===== config.mk =====
export PLATFORM = sky130hd
export DESIGN_NAME = mram_cache
export DESIGN_NICKNAME = d
export VERILOG_FILES = /design/src/rtl/mram_cache.sv
export SDC_FILE = /design/constraint.sdc
export NUM_CORES = 1
export LEC_CHECK = 0
export ABC_CLOCK_PERIOD_IN_PS = 7850
export CAP_MARGIN = 20
export CORE_MARGIN = 2
export CORE_UTILIZATION = 45
export CTS_CLUSTER_SIZE = 25
export DETAILED_ROUTE_END_ITERATION = 10
export GPL_TIMING_DRIVEN = 0
export SLEW_MARGIN = 20
export SYNTH_ARGS = -nofsm -noshare
export SYNTH_HDL_FRONTEND = slang
export SYNTH_SLANG_ARGS = --single-unit
export TNS_END_PERCENT = 5

===== constraint.sdc =====
create_clock -name clk_i -period 7.85 [get_ports clk_i]
set_input_delay 1.57 -clock clk_i [delete_from_list [all_inputs] [get_ports clk_i]]
set_output_delay 1.57 -clock clk_i [all_outputs]
set_load 0.005 [all_outputs]

===== src/rtl/mram_cache.sv =====
// mram_cache: direct-mapped, write-through, one-word-per-line cache placed
// between a Wishbone classic master (CPU) and the mram SPI slave.
//
// Read hits are acknowledged one cycle after the strobe is sampled. Read
// misses fetch the word from mram and fill the line. Writes always go to
// mram and update the line only if it already hits (no write-allocate).
//
// Parameters:
//   ADDRESSBITS  byte-address bits decoded by mram; higher adr_i bits alias
//   INDEXBITS    log2(number of lines)
//
// Ports:
//   clk_i, rst_i          clock, asynchronous active-high reset
//   stb_i, we_i, sel_i    upstream Wishbone request
//   dat_i, adr_i          upstream write data, word address
//   dat_o, ack_o          upstream read data, one-cycle acknowledge
//   inv_i                 pulse: invalidate every line
//   mem_stb_o ... mem_adr_o  downstream request to mram
//   mem_dat_i, mem_ack_i  downstream response from mram
//   hit_cnt_o, miss_cnt_o saturating statistics (MRAM_CACHE_STATS_EN only)
//
// Optional feature macro: MRAM_CACHE_STATS_EN adds the statistics counters.

module mram_cache #(
    parameter int ADDRESSBITS = 16,
    parameter int INDEXBITS   = 4
) (
    input  logic        clk_i,
    input  logic        rst_i,
    input  logic        stb_i,
    input  logic        we_i,
    input  logic [3:0]  sel_i,
    input  logic [31:0] dat_i,
    output logic [31:0] dat_o,
    input  logic [29:0] adr_i,
    output logic        ack_o,
    input  logic        inv_i,
    output logic        mem_stb_o,
    output logic        mem_we_o,
    output logic [3:0]  mem_sel_o,
    output logic [31:0] mem_dat_o,
    output logic [29:0] mem_adr_o,
    input  logic [31:0] mem_dat_i,
    input  logic        mem_ack_i
`ifdef MRAM_CACHE_STATS_EN
    ,
    output logic [15:0] hit_cnt_o,
    output logic [15:0] miss_cnt_o
`endif
);

    localparam int LINES   = 1 << INDEXBITS;
    localparam int TAGBITS = ADDRESSBITS - 2 - INDEXBITS;

    typedef enum logic [1:0] {
        IDLE,
        MISS,
        WRITE,
        ACK
    } state_t;

    state_t state_q;

    logic [LINES-1:0]   valid_q;
    logic [TAGBITS-1:0] tag_q  [LINES];
    logic [31:0]        word_q [LINES];

    logic        ack_q;
    logic [31:0] dat_q;
    logic        mem_stb_q;
    logic        mem_we_q;
    logic [3:0]  mem_sel_q;
    logic [31:0] mem_dat_q;
    logic [29:0] mem_adr_q;

    // Upstream lookup, combinational from adr_i
    logic [INDEXBITS-1:0] req_idx;
    logic [TAGBITS-1:0]   req_tag;
    logic                 req_hit;

    // Lookup for the request already latched toward mram
    logic [INDEXBITS-1:0] mem_idx;
    logic [TAGBITS-1:0]   mem_tag;
    logic                 mem_hit;

    logic        fill_en;
    logic        merge_en;
    logic [31:0] word_d;

    // Bits above the mram decode range alias and are deliberately ignored
    logic unused_adr;
    assign unused_adr = ^adr_i[29:ADDRESSBITS-2];

    assign req_idx = adr_i[INDEXBITS-1:0];
    assign req_tag = adr_i[ADDRESSBITS-3:INDEXBITS];
    assign req_hit = valid_q[req_idx] && (tag_q[req_idx] == req_tag);

    assign mem_idx = mem_adr_q[INDEXBITS-1:0];
    assign mem_tag = mem_adr_q[ADDRESSBITS-3:INDEXBITS];
    assign mem_hit = valid_q[mem_idx] && (tag_q[mem_idx] == mem_tag);

    // An invalidate landing on the completing edge suppresses the update
    assign fill_en  = (state_q == MISS) && mem_ack_i && !inv_i;
    assign merge_en = (state_q == WRITE) && mem_ack_i && mem_hit && !inv_i;

    always_comb begin
        word_d = word_q[mem_idx];
        if (state_q == MISS) begin
            word_d = mem_dat_i;
        end else begin
            for (int b = 0; b < 4; b++) begin
                if (mem_sel_q[b]) begin
                    word_d[8*b +: 8] = mem_dat_q[8*b +: 8];
                end
            end
        end
    end

    // Line storage needs no reset; the valid bits qualify it
    always_ff @(posedge clk_i) begin
        if (fill_en || merge_en) begin
            word_q[mem_idx] <= word_d;
        end
        if (fill_en) begin
            tag_q[mem_idx] <= mem_tag;
        end
    end

    always_ff @(posedge clk_i or posedge rst_i) begin
        if (rst_i) begin
            state_q   <= IDLE;
            valid_q   <= '0;
            ack_q     <= 1'b0;
            dat_q     <= '0;
            mem_stb_q <= 1'b0;
            mem_we_q  <= 1'b0;
            mem_sel_q <= '0;
            mem_dat_q <= '0;
            mem_adr_q <= '0;
        end else begin
            case (state_q)
                IDLE: begin
                    if (stb_i) begin
                        if (we_i || !req_hit) begin
                            mem_adr_q <= adr_i;
                            mem_sel_q <= sel_i;
                            mem_dat_q <= dat_i;
                            mem_we_q  <= we_i;
                            mem_stb_q <= 1'b1;
                            state_q   <= we_i ? WRITE : MISS;
                        end else begin
                            dat_q   <= word_q[req_idx];
                            ack_q   <= 1'b1;
                            state_q <= ACK;
                        end
                    end
                end
                MISS: begin
                    if (mem_ack_i) begin
                        mem_stb_q        <= 1'b0;
                        dat_q            <= mem_dat_i;
                        valid_q[mem_idx] <= 1'b1;
                        ack_q            <= 1'b1;
                        state_q          <= ACK;
                    end
                end
                WRITE: begin
                    if (mem_ack_i) begin
                        mem_stb_q <= 1'b0;
                        ack_q     <= 1'b1;
                        state_q   <= ACK;
                    end
                end
                ACK: begin
                    ack_q   <= 1'b0;
                    state_q <= IDLE;
                end
                default: begin
                    ack_q   <= 1'b0;
                    state_q <= IDLE;
                end
            endcase
            // Later assignment wins, so this also cancels a same-edge fill
            if (inv_i) begin
                valid_q <= '0;
            end
        end
    end

    assign ack_o     = ack_q;
    assign dat_o     = dat_q;
    assign mem_stb_o = mem_stb_q;
    assign mem_we_o  = mem_we_q;
    assign mem_sel_o = mem_sel_q;
    assign mem_dat_o = mem_dat_q;
    assign mem_adr_o = mem_adr_q;

`ifdef MRAM_CACHE_STATS_EN
    logic [15:0] hit_cnt_q;
    logic [15:0] miss_cnt_q;

    always_ff @(posedge clk_i or posedge rst_i) begin
        if (rst_i) begin
            hit_cnt_q  <= '0;
            miss_cnt_q <= '0;
        end else if (state_q == IDLE && stb_i && !we_i) begin
            if (req_hit) begin
                if (hit_cnt_q != 16'hFFFF) begin
                    hit_cnt_q <= hit_cnt_q + 16'd1;
                end
            end else begin
                if (miss_cnt_q != 16'hFFFF) begin
                    miss_cnt_q <= miss_cnt_q + 16'd1;
                end
            end
        end
    end

    assign hit_cnt_o  = hit_cnt_q;
    assign miss_cnt_o = miss_cnt_q;
`endif

endmodule

### After elaboration in Yosys (flattened, before gate mapping)

Memories as Yosys holds them, arrays and structs flattened.
Cells that the tools add are included.

* register bits after elaboration: 119
* memory bits (writable): 672
* input bits: 104
* output and inout port bits: 101
* logic and storage cells: 92
* memories: 2

* $lt $le $gt $ge: 3
* equality and inequality tests: 14
* muxes and demuxes: 35
* bitwise operators: 1
* reduce and logical (&&, ||, !) cells: 28

Memories
* word_q: depth 16, bits a word 32, rd ports 1, clocked after Yosys merged registers in 0, write ports 1, line 66 `logic [31:0] word_q [LINES];`
* tag_q: depth 16, bits a word 10, rd ports 2, clocked after Yosys merged registers in 0, write ports 1, line 65 `logic [TAGBITS-1:0] tag_q [LINES];`

Operators by type and width (number)
* $mux 32: 4
* $pmux 32 s2: 1
* $mux 16: 3
* $mux 8: 4
* $eq 10x10->1: 2
* $ne 2x2->1 const B: 8
* $or 16x16->16: 1
* $mux 1: 13
* $reduce_and 2->1: 6
* $lt 4x5->1 const B: 2
* $bmux 1 s4: 2
* $logic_and 1x1->1: 8
* $mux 2: 4
* $reduce_and 4->1: 2
* $reduce_bool 2->1: 4
* $pmux 2 s3: 1
* $reduce_and 3->1: 2
* $demux 1 s4: 1
* $eq 2x2->1 const B: 2
* $ge 4x1->1 const B: 1
* $pmux 1 s3: 1
* $eq 2x1->1 const B: 1
* $logic_not 1->1: 2
* $logic_not 2->1: 1
* 4 further kinds: 5

### Logic depth before layout (Yosys ltp)

* depth in word-level cells: 9
* depth in mapped cells: 13
* depth with buffers taken out: 8

### Worst setup path after synthesis

OpenSTA, ideal clock, no wires.

* path type: input -> register
* start: input adr_i[0]
* end: register dat_q[8] (netlist: dat_o[8])
* setup time: 0.125 ns
* data arrival time: 4.278 ns
* data required time: 7.725 ns
* setup slack: 3.447 ns
* stages on the path: 10
* path buffers: 5
* path through: buf_6 buf_6 buf_2 buf_1 buf_2 mux4_2 mux4_2 inv_1 o21ai_0 mux2_2

* longest elaborated chain between the ends: 7
* elaborated cells on any way between the ends: 13
* classes of those cells: eq/ne: 2; mux: 5; reduce/logical: 4; memory: 2

RTL lines
* start, declared: line 35 `input logic [29:0] adr_i,`
* $mem_v2 16x10 / $bmux 1 s4 (equally long branches)
* $eq 10x10->1 / $mux 1 (equally long branches): line 96 `assign req_hit = valid_q[req_idx] && (tag_q[req_idx] == req_tag);`
* $logic_and 1x1->1: line 96
* $logic_not 1->1: line 144 `if (we_i || !req_hit) begin`
* $logic_or 1x1->1: line 144
* $ne 2x2->1 (no line)
* $reduce_and 4->1 (no line)
* end signal, assigned: line 152 `dat_q <= word_q[req_idx];`
* end signal, assigned: line 161 `dat_q <= mem_dat_i;`
* end, declared: line 69 `logic [31:0] dat_q;`

Several ways; a longest one is shown, not always the timed one. The select of a mux whose other input is x is not followed.
A chain may end at the register's enable or synchronous reset.

### Final worst setup path

* start: register mem_adr_q[1] (netlist: mem_adr_o[1])
* end: memory word_q[13][7], enable pin

* longest elaborated chain between the ends: 9
* elaborated cells on any way between the ends: 11
* classes of those cells: eq/ne: 1; mux: 4; reduce/logical: 5; memory: 1

RTL lines
* start, declared: line 74 `logic [29:0] mem_adr_q;`
* start signal, assigned: line 145 `mem_adr_q <= adr_i;`
* $mem_v2 16x10 / $bmux 1 s4 (equally long branches)
* $eq 10x10->1 / $mux 1 (equally long branches): line 100 `assign mem_hit = valid_q[mem_idx] && (tag_q[mem_idx] == mem_tag);`
* $logic_and 1x1->1: line 100
* $logic_and 1x1->1 (2 in a row): line 104 `assign merge_en = (state_q == WRITE) && mem_ack_i && mem_hit && !inv_i;`
* $logic_or 1x1->1: line 121 `if (fill_en || merge_en) begin`
* $mux 1: line 121
* $mux 1 (implied by the code): line 122 `word_q[mem_idx] <= word_d;`
* $reduce_and 2->1 (no line)
* end, declared: line 66

Several ways; a longest one is shown, not always the timed one. The select of a mux whose other input is x is not followed.

==> out/qor.csv <==
stage,metric,value,unit
status,outcome,"finished, final reports clean",
critical_path,WP data required,8.09,ns
power,Power per Cell Area,341,nW/um^2
timing,relative slew slack,22.3,%
floorplanning,Die ar.,75500,um^2
timing,Max Slew Vio Count,0,
critical_path,Worst R2R Setup Slack,1.71,ns
synth,Synth top area share,61.1,%
cts,clock sinks,791,
finish,Multi-input gate area,9050,um^2
route,DR WL/cell,28.7,um
placement,RePlAce Congestion,0.800,
hold_path,Hold Crit Endpoint,dat_o[9]$_DFFE_PP0P_,
critical_path,worst reg2reg path startpoint,mem_adr_o[1]$_DFFE_PP0P_,
cts,total CTS buffers,85,
timing,final hold vios,0,
global_route,Tot GR Track Use,23.3,%
synth,syn_area_per_cell,19.6,um^2
critical_path,CP Max Fanout,10,
finish,"commonest non-fill, non-tap cells in the layout","672 x edfxtp_1, 250 x mux4_2, 200 x clkdlybuf4s50_1",
floorplanning,DIE HEIGHT,275,um
route,DR iter-0 viols,1545,
floorplanning,starting density of the core,45.3,%
synth,Mapped Nets,1792,
critical_path,worst reg2reg endpoint,word_q[13][7]$_DFFE_PP_,
timing,"Setup violations, final",0,
synth,ranking of synthesized cells by area,"edfxtp_1 61%, mux4_2 17%, dfrtp_1 9.0%",
critical_path,critical path class,reg2reg,
finish,post-layout util,54.3,%
floorplanning,IO Pins,205,
critical_path,Worst Setup Start Kind,flop,
timing,Setup TNS Final,0,ns
hold_path,Hold Crit Depth,1,
hold_path,hold path startpoint,dat_o[9]$_DFFE_PP0P_,
global_route,Congestion Overflow GR,0,
cts,post-cts sizing count,0,
finish,layout cell share with drive strength beyond 1,28.1,%
timing,period utilisation layout,78.2,%
cts,Post-CTS Setup Bufs,0,
synth,fraction of registers with async set or reset after synthesis,15.0,%
finish,P&R area growth vs syn,19.7,%
synth,Mapped Cells,1683,
hold_path,worst min path class,reg2reg,
floorplanning,Rows,99,
route,routed via count divided by cell count,5.84,
timing,unrepaired setup endpoints after global routing,no,
cts,worst skew pair latency,0.64,ns
finish,NumNets Final,2114,
synth,YS warnings,0,
cts,H-Tree Depth,3,
critical_path,Worst EP arrival,6.38,ns
synth,cell taking the most area after synthesis,edfxtp_1,
finish,FF+latch area,23200,um^2
critical_path,Critical path origin,mem_adr_o[1]$_DFFE_PP0P_,
synth,sequential fraction of the synthesis area,70.1,%
synth,synthesized area,33000,um^2
cts,CTS tree,built,
synth,Main synth FF type,edfxtp_1,
floorplanning,Die Span X,275,um
route,drt pass-1 iters,5,
synth,Yosys cell types,58,
global_route,initial antenna violation count,1,
route,via count,17700,
critical_path,worst r2r path cells,10,
finish,"commonest non-fill, non-tap cell in the layout",edfxtp_1,
placement,I/O Buffers,200,
timing,Least-Margin Pin Slew,1.16,ns
timing,Tmin final,6.14,ns
finish,Filler cells,5699,
timing,fmax,163,MHz
synth,Post-synth EDFFs,672,
run,number of max-cap violations,0,
placement,post-DP HPWL,59400,um
route,DRC errors left,0,
synth,post-synthesis register bit count,791,
floorplanning,core footprint,72800,um^2
global_route,largest net degree at the start of global routing,64,
cts,Clock Tree Root,clkbuf_16,
cts,clk slew on worst S/H paths,0.06,ns
timing,Worst Skew,0.0329,ns
finish,diode count,0,
cts,Clock Tree Buf Depth,3,
cts,Hold Buf Count CTS,0,
route,Routed Antenna Nets,0,
global_route,vias in the first global route,18300,
global_route,first-pass GRT wire length,126000,um
route,final wirelength,87100,um
power,leakage power,13.4,nW
critical_path,crit end category,flop,
power,VDD IR-drop max,0.213,mV
how the worst max path moves through the flow:
stage	endpoint	slack [ns]	cells past startpoint
after global placement	mem_dat_o[2]$_DFFE_PP0P_	0.50	2
final	word_q[13][7]$_DFFE_PP_	1.71	10
after floorplan	ack_o$_DFFE_PP0P_	3.12	1
after global routing	word_q[5][1]$_DFFE_PP_	1.69	10
after detailed placement	dat_o[3]$_DFFE_PP0P_	1.44	12
after CTS	word_q[5][4]$_DFFE_PP_	1.90	10
per-layer routing:
metal	GRT usage, %	wire (um)	vias up
met5	0	0	-
met4	7.89	2480	0
met3	4.12	6250	143
met2	37.4	41900	745
met1	32.6	36500	9413
li1	-	-	7417
metrics by stage:
step           hold slack, ns  instances  total power, W  setup slack, ns  cell area, um^2
3_3_place_gp            0.477       2842         0.00932            0.500            36200
2_1_floorplan           0.483       1683         0.00781             3.12            33000
3_5_place_dp            0.482       2871         0.00950             1.44            36600
6_report                0.494       3036          0.0135             1.71            39500
4_1_cts                 0.498       3030          0.0136             1.90            39500
5_1_grt                 0.520       3036          0.0140             1.69            39500
sequential cells by signal, summed over array words and instances (netlist names):
| name | cells |
|---|---|
| ack_o | 1 |
| dat_o | 32 |
| mem_adr_o | 30 |
| mem_dat_o | 32 |
| mem_sel_o | 4 |
| mem_stb_o | 1 |
| mem_we_o | 1 |
| state_q | 2 |
| tag_q | 160 |
| valid_q | 16 |
| word_q | 512 |
kinds of logic (layout without fill, tap and decap cells):
family                   Yosys count  in the layout  synth area share, %
adder cells (fa/ha/maj)            5              5                0.189
AND/OR/NAND/NOR                  173            173                 2.27
flip-flops                       791            791                 70.1
AO/OA/AOI/OAI                    118            118                 2.17
multiplexers                     390            390                 22.1
XOR/XNOR                          18             18                0.478
buffers and inverters            188            582                 2.62
power breakdown:
part | internal (W) | leakage [nW] | switching, W | total [W]
sequential | 0.00562 | 7.51 | 0.000338 | 0.00595
clock | 0.00241 | 1.41 | 0.00166 | 0.00407
combinational | 0.00159 | 4.45 | 0.00188 | 0.00346
total | 0.00961 | 13.4 | 0.00388 | 0.0135
worst max-delay path, cell delays in order, from the launching register on:
cell and delay [ns]:
dfrtp_1 0.46, clkbuf_1 0.57, clkbuf_1 0.65, mux4_2 0.43, mux4_2 0.47, xnor2_1 0.39
nand4_1 0.19, o41ai_2 0.91, o21ai_1 0.52, buf_2 0.32, nor2_1 0.82
layout make-up:
| cell class | count | area share, % |
|---|---|---|
| Clock inverter | 53 | 1.32 |
| Multi-Input combinational cell | 704 | 22.9 |
| Clock buffer | 106 | 5.90 |
| Timing Repair Buffer | 235 | 6.03 |
| Sequential cell | 791 | 58.6 |
| Buffer | 98 | 1.36 |
| Tap cell | 959 | 3.04 |
| Inverter | 90 | 0.874 |
Yosys cell counts (all sizes together) (2+ instances only):
library cell,n
clkbuf,36
nand2,48
a21oi,3
nor2b,8
nand3,10
a22o,3
ha,5
mux4,250
edfxtp,672
inv,89
o21ai,72
o211ai,4
xnor2,11
nand2b,2
a31oi,2
nor2,87
nand4,6
a22oi,3
or4,2
and3,2
a221oi,2
mux2,98
buf,62
o22ai,17
dfrtp,119
mux2i,42
xor2,7
(Power assumes the default switching activity.)
